==> src/rtl/nibble_serial_adder.sv <==
// nibble_serial_adder: WIDTH-bit adder that reuses one 4-bit ripple_adder, one nibble per clock, LSB first.
// Optional macro OVERFLOW_EN adds the signed-overflow output ovf.
// Ports: clk, rst (async, active-high), in_valid/in_ready + a, b, cin (operand handshake),
//        out_valid/out_ready + sum, cout (result handshake), ovf (only with OVERFLOW_EN).

module ripple_adder (
  input  logic [3:0] a,
  input  logic [3:0] b,
  input  logic       c,
  output logic [3:0] s_out,
  output logic       c4
);
  logic [4:0] cy;

  assign cy[0] = c;

  for (genvar i = 0; i < 4; i++) begin : g_fa
    assign s_out[i] = a[i] ^ b[i] ^ cy[i];
    assign cy[i+1]  = (a[i] & b[i]) | (cy[i] & (a[i] ^ b[i]));
  end

  assign c4 = cy[4];
endmodule

module nibble_serial_adder #(
  parameter int WIDTH = 16
) (
  input  logic             clk,
  input  logic             rst,
  input  logic             in_valid,
  output logic             in_ready,
  input  logic [WIDTH-1:0] a,
  input  logic [WIDTH-1:0] b,
  input  logic             cin,
  output logic             out_valid,
  input  logic             out_ready,
  output logic [WIDTH-1:0] sum,
  output logic             cout
`ifdef OVERFLOW_EN
  ,
  output logic             ovf
`endif
);
  localparam int NIBBLES = WIDTH / 4;
  localparam int CW = (NIBBLES > 1) ? $clog2(NIBBLES) : 1;
  localparam logic [CW-1:0] LAST = CW'(NIBBLES - 1);

  if ((WIDTH < 4) || ((WIDTH % 4) != 0)) begin : g_bad_width
    $error("nibble_serial_adder: WIDTH must be a multiple of 4 and >= 4");
  end

  typedef enum logic [1:0] {
    IDLE,
    RUN,
    DONE
  } state_t;

  state_t           state;
  logic [WIDTH-1:0] a_sh;
  logic [WIDTH-1:0] b_sh;
  logic [WIDTH-1:0] res;
  logic [WIDTH-1:0] res_nx;
  logic             carry;
  logic [CW-1:0]    cnt;
  logic [3:0]       s_out;
  logic             c4;

`ifdef OVERFLOW_EN
  logic a_msb;
  logic b_msb;
`endif

  ripple_adder u_ra (
    .a     (a_sh[3:0]),
    .b     (b_sh[3:0]),
    .c     (carry),
    .s_out (s_out),
    .c4    (c4)
  );

  // New nibble enters at the MSB end; after NIBBLES shifts
  // the first nibble has walked down to bits [3:0].
  if (WIDTH == 4) begin : g_one
    assign res_nx = s_out;
  end else begin : g_many
    assign res_nx = {s_out, res[WIDTH-1:4]};
  end

  always_ff @(posedge clk or posedge rst) begin
    if (rst) begin
      state     <= IDLE;
      in_ready  <= 1'b1;
      out_valid <= 1'b0;
      sum       <= '0;
      cout      <= 1'b0;
      a_sh      <= '0;
      b_sh      <= '0;
      res       <= '0;
      carry     <= 1'b0;
      cnt       <= '0;
`ifdef OVERFLOW_EN
      ovf       <= 1'b0;
      a_msb     <= 1'b0;
      b_msb     <= 1'b0;
`endif
    end else begin
      unique case (state)
        IDLE: begin
          if (in_valid) begin
            a_sh     <= a;
            b_sh     <= b;
            carry    <= cin;
            cnt      <= '0;
            in_ready <= 1'b0;
            state    <= RUN;
`ifdef OVERFLOW_EN
            a_msb    <= a[WIDTH-1];
            b_msb    <= b[WIDTH-1];
`endif
          end
        end
        RUN: begin
          a_sh  <= a_sh >> 4;
          b_sh  <= b_sh >> 4;
          res   <= res_nx;
          carry <= c4;
          cnt   <= cnt + 1'b1;
          if (cnt == LAST) begin
            state     <= DONE;
            out_valid <= 1'b1;
            sum       <= res_nx;
            cout      <= c4;
`ifdef OVERFLOW_EN
            ovf       <= (a_msb == b_msb) &&
                         (res_nx[WIDTH-1] != a_msb);
`endif
          end
        end
        DONE: begin
          if (out_ready) begin
            state     <= IDLE;
            out_valid <= 1'b0;
            in_ready  <= 1'b1;
          end
        end
        default: begin
          state     <= IDLE;
          in_ready  <= 1'b1;
          out_valid <= 1'b0;
        end
      endcase
    end
  end
endmodule
==> config.mk <==
export PLATFORM = sky130hd
export DESIGN_NAME = nibble_serial_adder
export DESIGN_NICKNAME = d
export VERILOG_FILES = /design/src/rtl/nibble_serial_adder.sv
export SDC_FILE = /design/constraint.sdc
export NUM_CORES = 1
export LEC_CHECK = 0
export BUFFER_PORTS_ARGS = -buffer_cell sky130_fd_sc_hd__buf_2
export CAP_MARGIN = 40
export CORE_ASPECT_RATIO = 0.75
export CORE_UTILIZATION = 35
export CTS_CLUSTER_DIAMETER = 80
export DETAILED_ROUTE_END_ITERATION = 12
export PLACE_DENSITY = 0.54
export SLEW_MARGIN = 10
export SYNTH_ARGS = -nofsm -noshare
export SYNTH_HDL_FRONTEND = slang
export SYNTH_SLANG_ARGS = --single-unit
==> constraint.sdc <==
create_clock -name clk -period 2.5 [get_ports clk]
set_input_delay 0.375 -clock clk [delete_from_list [all_inputs] [get_ports clk]]
set_output_delay 0.375 -clock clk [all_outputs]
set_load 0.02 [all_outputs]
==> results_dict.tcl, run 1 <==
set metrics [dict create \
    outcome "finished, final reports clean" \
    antenna_found_initial 0 \
    critPathMaxStageDelay_ns 0.43 \
    clockBufferDepth 2 \
    clock-root-buffer "clkbuf_16" \
    fin_util_pct 45.1 \
    finalClockSkew_ns 0.00552 \
    grt_pass1_vias 2191 \
    p_total_mw 5.23 \
    die_h_um 82.2 \
    cp.arrival_ns 2.47 \
    postCtsHoldBufs 0 \
    io_pins 56 \
    finalSetupTns_ns 0 \
    hold_class "input port to asynchronous set/reset pin" \
    yosysSeqAreaShare_pct 56.7 \
    worstPathMaxFanout 3 \
    start_kind "flip-flop" \
    crit_buf_inv 3 \
    insertedDiodeCount 0 \
    io_buffers 55 \
    post_cts_buffers 0 \
    area_growth_pct 21.6 \
    ys_warn_count 0 \
    clk_latency_ns 0.34 \
    rsz0062_at_grt "no" \
    timing.fmax_mhz 454 \
    cts_max_level 3 \
    final_cells 421 \
    overflow 0 \
    syn_nets 298 \
    endpoint_kind "flip-flop" \
    crit_end "sum[15]$_DFFE_PP0P_" \
    wl_um 6570 \
    crit_family "adder cells" \
    grt_usage_pct 16.8 \
    ir_worst_vdd_uv 578 \
    rrSetupSlack_ns 0.30 \
    cp-startpoint "a_sh[0]$_DFFE_PP0P_" \
    clock_sinks 68 \
    slew_headroom_pct 51.0 \
    drive_gt1_share_pct 28.5 \
    fp.coreArea_um2 8090 \
    critical_path.slowest_cell "fa_1" \
    drt-vias-per-instance 5.17 \
    grt_max_degree 43 \
    layout.nets 353 \
    rr_endpoint "sum[15]$_DFFE_PP0P_" \
    gp_congestion 0.748 \
    wl_per_cell_um 15.6 \
    ys_types 37 \
    initialDrtViolationCount 106 \
    path_depth 8 \
    r2r_start "a_sh[0]$_DFFE_PP0P_" \
    post_cts_resized 0 \
    path_cells "fa_1, inv_1, fa_1, inv_1, fa_1, inv_1, fa_1, o21ai_0" \
    maxCapViolations 0 \
    reg2reg_depth 8 \
    synth_seq_cells 68 \
    route.detailed.drc 0 \
    finalSetupViolations 0 \
    synthCells 256 \
    fill_cells 784 \
    cts_made_buffers 9 \
    hold-worst-slack_ns 0.108 \
    drtPass1Iterations 4 \
    dieArea_um2 8960 \
    cts_tree "done" \
    p_per_area_nw_per_um2 1430 \
    grt_pass1_wl_um 11100 \
    start_util_pct 37.1 \
    fin_crit_sh_pct 88.2 \
    power.leakage_nw 1.65 \
    syn_area_per_cell_um2 11.7 \
    critical_path_class "flip-flop to flip-flop" \
    vias 2176 \
    clk_pin_slew_worst_paths_ns 0.06 \
    required_ns 2.76 \
    floorplan.rows 28 \
    timing.final.hold_violations 0 \
    dp_cells 405 \
    path_common_cell "fa_1" \
    min_period_ns 2.20 \
    dpl.hpwl_um 4410 \
    synth_area_um2 3000 \
    tightestPinTransition_ns 0.735 \
    ant_nets 0 \
    die-width_um 109 \
    slew_violations 0 \
]
[sequential cells by signal, indices dropped and copies added (netlist names)]
| signal | count |
|---|---|
| out_valid | 1 |
| cnt | 2 |
| carry | 1 |
| a_sh | 16 |
| state | 2 |
| b_sh | 16 |
| in_ready | 1 |
| sum | 16 |
| res | 12 |
| cout | 1 |
[worst min path at each step]
stage | start | endpoint | slack (ns)
after detailed placement | res[4]$_DFFE_PP0P_ | sum[0]$_DFFE_PP0P_ | 0.47
after global routing | rst | b_sh[13]$_DFFE_PP0P_ | 0.16
after floorplan | res[4]$_DFFE_PP0P_ | sum[0]$_DFFE_PP0P_ | 0.45
after CTS | rst | b_sh[10]$_DFFE_PP0P_ | 0.13
after global placement | res[5]$_DFFE_PP0P_ | sum[1]$_DFFE_PP0P_ | 0.47
final | rst | b_sh[9]$_DFFE_PP0P_ | 0.11
[worst reg2reg max path, cell delays in order, from the launching register on]
cell	delay, ns
dfrtp_1	0.42
fa_1	0.43
inv_1	0.07
fa_1	0.16
inv_1	0.05
fa_1	0.36
inv_1	0.07
fa_1	0.42
o21ai_0	0.15
[routing by layer]
metal	track usage (%)	vias to the layer above	share of wire [%]
met4	7.70	0	1.6
met1	23.4	1066	50
met3	5.49	11	5.3
met2	23.6	56	43
li1	-	1043	-
met5	0	-	0
[power by group]
group	leakage [nW]	switching, mW	internal, mW
combinational	0.690	1.15	0.893
clock	0.135	0.465	0.690
sequential	0.820	0.371	1.66
[Yosys cell counts]
| master | count | area [um2] |
|---|---|---|
| a221oi_1 | 1 | 8.76 |
| a211oi_2 | 3 | 37.5 |
| o21ai_1 | 9 | 45.0 |
| o22ai_1 | 26 | 163 |
| buf_1 | 1 | 3.75 |
| nand2_1 | 12 | 45.0 |
| a21oi_1 | 22 | 110 |
| buf_2 | 12 | 60.1 |
| o21bai_1 | 1 | 7.51 |
| mux2_1 | 23 | 259 |
| o21ai_0 | 10 | 50.1 |
| nor4b_1 | 2 | 17.5 |
| nor4b_2 | 3 | 45.0 |
| buf_4 | 5 | 37.5 |
| fa_1 | 4 | 80.1 |
| or2_1 | 1 | 6.26 |
| o22a_1 | 5 | 43.8 |
| ha_1 | 1 | 12.5 |
| or4b_1 | 1 | 10.0 |
| mux2_2 | 1 | 11.3 |
| o31ai_1 | 1 | 7.51 |
| a211oi_1 | 2 | 15.0 |
| nor2_2 | 1 | 6.26 |
| dfstp_2 | 1 | 26.3 |
| inv_1 | 15 | 56.3 |
| nor2b_1 | 1 | 6.26 |
| a32o_1 | 3 | 30.0 |
| nand2b_1 | 2 | 12.5 |
| inv_2 | 1 | 3.75 |
| dfrtp_1 | 67 | 1680 |
| nor3_1 | 5 | 25.0 |
| nor2_1 | 4 | 15.0 |
| a22o_1 | 1 | 8.76 |
| nor3b_1 | 5 | 37.5 |
| o32ai_1 | 1 | 8.76 |
| clkbuf_1 | 2 | 7.51 |
| nand3b_1 | 1 | 7.51 |
[metrics by stage]
step	area (um2)	setup WS, ns
2_1_floorplan	3000	0.404
3_3_place_gp	3380	0.326
3_5_place_dp	3380	0.302
4_1_cts	3650	0.290
5_1_grt	3650	0.168
6_report	3650	0.296
[area by class of cell]
class	count	area [um2]	share of cell area, %
Tap cell	105	131	3.60
Timing Repair Buffer	64	355	9.73
Inverter	16	60.1	1.64
Clock buffer	11	243	6.65
Clock inverter	5	27.5	0.754
Multi-Input combinational cell	152	1130	31.0
Sequential cell	68	1700	46.6
[kinds of logic after synthesis]
family,synth area share [%]
AOI/OAI and AO/OA,17.8
buffers and inverters,5.62
and+or+nand+nor,7.79
muxes,9.00
DFF,56.7
adders and majority gates,3.08
[cells in the final DEF, fill, tap and decap left out, drive strengths merged, types with 2 or more instances in the layout]
cell type	n
fa	4
a21oi	22
nor2	5
clkbuf	11
mux2	24
nor3b	5
o22a	5
nor4b	5
nand2	12
buf	64
a32o	3
o21ai	19
a211oi	5
inv	16
clkinv	4
nand2b	2
nor3	5
o22ai	26
dfrtp	67
Power figures use the tool's default switching activity.
==> inputs of run 2 (changes only) <==
Settings changed: CELL_PAD_IN_SITES_DETAIL_PLACEMENT from default to 0, CELL_PAD_IN_SITES_GLOBAL_PLACEMENT from default to 1, PLACE_DENSITY 0.54 to 0.65.
==> run 2 against run 1 <==
- critical path depth stayed put
- wire length grew 0.85%
- clock-buffer cell count is the same
- non-clock buffer count increased by 1
- sequential power hardly changed
- register-to-register slack about the same
- die area unchanged
- design area about the same
- maximum frequency fell by 0.29%
- first-iteration DRC count unchanged
==> results_dict.tcl, run 2 (same netlist as run 1, synthesis figures left out) <==
set metrics [dict create \
    die-width_um 109 \
    p_int_mw 3.21 \
    clock-root-buffer "clkbuf_16" \
    io_pins 56 \
    rrSetupSlack_ns 0.29 \
    grt_pass1_wl_um 11000 \
    ir_worst_vdd_uv 526 \
    r2r_start "a_sh[0]$_DFFE_PP0P_" \
    endpoint_kind "flip-flop" \
    dp_cells 406 \
    fill_cells 757 \
    switchingPower_mw 1.98 \
    start_util_pct 37.1 \
    drt-vias-per-instance 5.12 \
    switching_share_pct 38.2 \
    min_period_ns 2.21 \
    clk_latency_ns 0.32 \
    finalSetupViolations 0 \
    p_total_mw 5.20 \
    drive_gt1_share_pct 28.4 \
    critical_path_class "flip-flop to flip-flop" \
    timing.final.hold_violations 0 \
    hold_class "input port to asynchronous set/reset pin" \
    outcome "finished, final reports clean" \
    timing.fmax_mhz 452 \
    post_cts_resized 0 \
    ant_nets 0 \
    postCtsHoldBufs 0 \
    area_growth_pct 21.5 \
    top_regs "a_sh: 16 flops, b_sh: 16 flops, sum: 16 flops" \
    fp.coreArea_um2 8090 \
    p_clk_share_pct 21.4 \
    layout.nets 354 \
    vias 2162 \
    rsz0062_at_grt "no" \
    cts_max_level 3 \
    dieArea_um2 8960 \
    final_common_cell "dfrtp_1" \
    slew_violations 0 \
    gp_congestion 0.725 \
    combPwrFrac_pct 39.8 \
    fin_ws_ns 0.290 \
    route.detailed.drc 0 \
    dpl.hpwl_um 4460 \
    cts_tree "done" \
    rr_endpoint "sum[15]$_DFFE_PP0P_" \
    initialDrtViolationCount 106 \
    sequentialPowerShare_pct 38.7 \
    multi_input_area_um2 1130 \
    final_cells 422 \
    cp-startpoint "a_sh[0]$_DFFE_PP0P_" \
    finalSetupTns_ns 0 \
    clockBufferDepth 2 \
    required_ns 2.74 \
    io_buffers 55 \
    post_cts_buffers 0 \
    cp.arrival_ns 2.45 \
    p_per_area_nw_per_um2 1420 \
    grt_max_degree 30 \
    maxCapViolations 0 \
    floorplan.rows 28 \
    layout_common_cells "dfrtp_1 (67), buf_2 (55), o22ai_1 (26), mux2_1 (23), a21oi_1 (22)" \
    insertedDiodeCount 0 \
    power.leakage_nw 1.65 \
    drtPass1Iterations 4 \
    clock_sinks 68 \
    wl_um 6620 \
    finalClockSkew_ns 0.00842 \
    clk_pin_slew_worst_paths_ns 0.05 \
    reg2reg_depth 8 \
    pre_cts_ws_ns 0.290 \
    seqCellArea_um2 1700 \
    start_kind "flip-flop" \
    grt_pass1_vias 2151 \
    cts_made_buffers 9 \
    crit_end "sum[15]$_DFFE_PP0P_" \
    slew_headroom_pct 55.4 \
    worstPathMaxFanout 3 \
    fin_crit_sh_pct 88.4 \
    die_h_um 82.2 \
    wl_per_cell_um 15.7 \
    overflow 0 \
    antenna_found_initial 0 \
    grt_usage_pct 16.7 \
    tightestPinTransition_ns 0.669 \
]
-- run 2: cell types whose count changed in the layout (fill, tap and decap cells not counted) --
| cell | previous run | this run |
|---|---|---|
| buf_4 | 8 | 9 |
| clkbuf_1 | 1 | 2 |
| clkbuf_8 | 1 | 0 |
| clkinv_4 | 0 | 1 |
| clkinvlp_4 | 1 | 0 |
-- run 2: metrics by stage --
step	area [um2]	hold slack [ns]	utilization [%]
6_report	3650	0.0945	45.1
4_1_cts	3650	0.106	45.1
3_5_place_dp	3390	0.451	41.9
5_1_grt	3650	0.126	45.1
2_1_floorplan	3000	0.454	-
3_3_place_gp	3390	0.452	41.9
-- run 2: how the worst min path moves through the flow --
stage	from	to	slack (ns)
after detailed placement	rst	a_sh[3]$_DFFE_PP0P_	0.45
after global placement	rst	cnt[0]$_DFFE_PP0P_	0.45
after CTS	rst	res[13]$_DFFE_PP0P_	0.11
after global routing	rst	a_sh[7]$_DFFE_PP0P_	0.13
after floorplan	res[4]$_DFFE_PP0P_	sum[0]$_DFFE_PP0P_	0.45
final	rst	a_sh[7]$_DFFE_PP0P_	0.09
-- run 2: layout make-up --
type,count,share of cell area [%]
Clock inverter,5,0.788
Sequential cell,68,46.6
Multi-Input combinational cell,152,31.0
Clock buffer,11,6.37
Timing Repair Buffer,65,9.94
Tap cell,105,3.60
Inverter,16,1.64
-- run 2: critical path: stages, from the launching register on --
cell     delay (ns)
dfrtp_1        0.40
fa_1           0.42
inv_1          0.07
fa_1           0.16
inv_1          0.05
fa_1           0.35
inv_1          0.08
fa_1           0.43
o21ai_0        0.16
-- run 2: layer usage --
metal	wire [um]	global-route usage, %	vias to the layer above
li1	-	-	1045
met1	3360	23.3	1061
met2	2920	24.2	51
met3	270	4.55	5
met4	67	7.30	0
met5	0	0	-
-- run 2: power by group through the flow --
stage | combinational [mW] | sequential, mW | clock, mW
2_1_floorplan | 1.43 | 2.10 | 0
3_3_place_gp | 2.04 | 2.02 | 0
3_5_place_dp | 2.10 | 2.04 | 0
4_1_cts | 2.11 | 2.02 | 1.15
5_1_grt | 2.35 | 2.09 | 1.19
6_report | 2.07 | 2.01 | 1.11
==> inputs of run 3 (changes only) <==
Clock period 2.5 ns to 2.67 ns, I/O delays scaled along.
==> run 3 against run 2 <==
- clock-buffer cell count fell by 2
- wire length fell by 1.1%
- clock power rose by 15%
- worst setup slack improved by 0.18 ns
- die area did not move
- highest routed layer unchanged
==> results_dict.tcl, run 3 (same netlist as run 1, synthesis figures left out) <==
set metrics [dict create \
    outcome "finished, final reports clean" \
    vias 2151 \
    drive_gt1_share_pct 28.3 \
    route.detailed.drc 0 \
    overflow 0 \
    critical_path.slowest_cell "fa_1" \
    p_per_area_nw_per_um2 1370 \
    ir_worst_vdd_uv 492 \
    grt_usage_pct 16.2 \
    endpoint_kind "flip-flop" \
    critical_path_class "flip-flop to flip-flop" \
    dieArea_um2 8960 \
    drt-vias-per-instance 5.13 \
    area_growth_pct 22.9 \
    clockBufferDepth 2 \
    post_cts_buffers 0 \
    fin_crit_sh_pct 82.3 \
    start_util_pct 37.1 \
    timing.final.hold_violations 0 \
    slew_violations 0 \
    floorplan.rows 28 \
    top_regs "a_sh: 16 flops, b_sh: 16 flops, sum: 16 flops" \
    initialDrtViolationCount 75 \
    tightestPinTransition_ns 0.648 \
    path_cells "fa_1, inv_1, fa_1, inv_1, fa_1, inv_1, fa_1, o21ai_0" \
    io_pins 56 \
    crit_buf_inv 3 \
    critPathMaxStageDelay_ns 0.42 \
    cp.arrival_ns 2.45 \
    dpl.hpwl_um 4400 \
    wl_um 6550 \
    insertedDiodeCount 0 \
    final_common_cell "dfrtp_1" \
    grt_max_degree 45 \
    timing.fmax_mhz 455 \
    cts_made_buffers 9 \
    fp.coreArea_um2 8090 \
    clock-root-buffer "clkbuf_16" \
    maxCapViolations 0 \
    finalSetupTns_ns 0 \
    die_h_um 82.2 \
    ant_nets 0 \
    power.leakage_nw 1.65 \
    cts_tree "done" \
    grt_pass1_vias 2114 \
    cts_max_level 3 \
    grt_pass1_wl_um 10800 \
    drtPass1Iterations 4 \
    post_cts_resized 0 \
    layout.nets 351 \
    rsz0062_at_grt "no" \
    clock_sinks 68 \
    worstPathMaxFanout 3 \
    path_common_cell "fa_1" \
    clk_latency_ns 0.33 \
    antenna_found_initial 0 \
    crit_family "adder cells" \
    required_ns 2.92 \
    hold-worst-slack_ns 0.133 \
    min_period_ns 2.20 \
    finalSetupViolations 0 \
    start_kind "flip-flop" \
    die-width_um 109 \
    slew_headroom_pct 56.8 \
    postCtsHoldBufs 0 \
    layout_common_cells "dfrtp_1 (67), buf_2 (55), o22ai_1 (26), mux2_1 (23), a21oi_1 (22)" \
    hold_class "input port to asynchronous set/reset pin" \
    wl_per_cell_um 15.6 \
    io_buffers 55 \
    gp_congestion 0.758 \
    finalClockSkew_ns 0.00722 \
    clk_pin_slew_worst_paths_ns 0.06 \
]
## run 3: cell types whose count changed in the layout (fill, tap and decap cells not counted), sizes merged
cell / delta
clkinv: -2
buf: -3
clkinvlp: +2
clkbuf: -2
bufinv: +2
## run 3: layout make-up
type                    instances  area (um2)
clock buffers                   9         225
clock inverters                 7         101
fillers                       774        4400
inverters                      16        60.1
multi-input cells             152        1130
flip-flops and latches         68        1700
well taps                     105         131
repair buffers                 62         340
## run 3: power breakdown
part | internal [mW] | switching, mW
clock network | 0.822 | 0.460
logic | 0.817 | 1.11
registers | 1.55 | 0.304
total | 3.19 | 1.87
## run 3: worst register-to-register path, cell delays in order (launching register included)
cell     delay (ns)
dfrtp_1        0.41
fa_1           0.42
inv_1          0.07
fa_1           0.16
inv_1          0.05
fa_1           0.36
inv_1          0.08
fa_1           0.42
o21ai_0        0.16
## run 3: path summary, 6_finish.rpt
| check | from | to | slack (ns) | depth (start not counted) |
|---|---|---|---|---|
| worst max-delay path | a_sh[0]$_DFFE_PP0P_ | sum[15]$_DFFE_PP0P_ | 0.47 | 8 |
| worst min-delay path | rst | a_sh[3]$_DFFE_PP0P_ | 0.13 | 2 |
| worst max register to register | a_sh[0]$_DFFE_PP0P_ | sum[15]$_DFFE_PP0P_ | 0.47 | 8 |
| worst min register to register | sum[6]$_DFFE_PP0P_ | sum[6]$_DFFE_PP0P_ | 0.48 | 1 |
| max in group asynchronous | rst | a_sh[15]$_DFFE_PP0P_ | 1.89 | 3 |
| min in group clk | out_ready | state[1]$_DFFE_PP0P_ | 0.29 | 2 |
## run 3: routing by layer
metal  wire length (um)  global-route usage (%)  up-vias
li1                   -                       -     1041
met1               3430                    22.9     1060
met2               2880                    23.9       46
met3                196                    4.71        4
met4                 38                    4.86        0
met5                  0                       0        -
## run 3: through the flow
| stage | cells | util, % | cell area (um2) | worst slack, ns | power (mW) |
|---|---|---|---|---|---|
| global placement | 403 | 41.6 | 3370 | 0.490 | 3.78 |
| detailed placement | 403 | 41.6 | 3370 | 0.471 | 3.85 |
| global route | 419 | 45.6 | 3690 | 0.369 | 5.45 |
| floorplan | 256 | - | 3000 | 0.560 | 3.31 |
| CTS | 419 | 45.6 | 3690 | 0.464 | 5.14 |
| finish | 419 | 45.6 | 3690 | 0.472 | 5.06 |
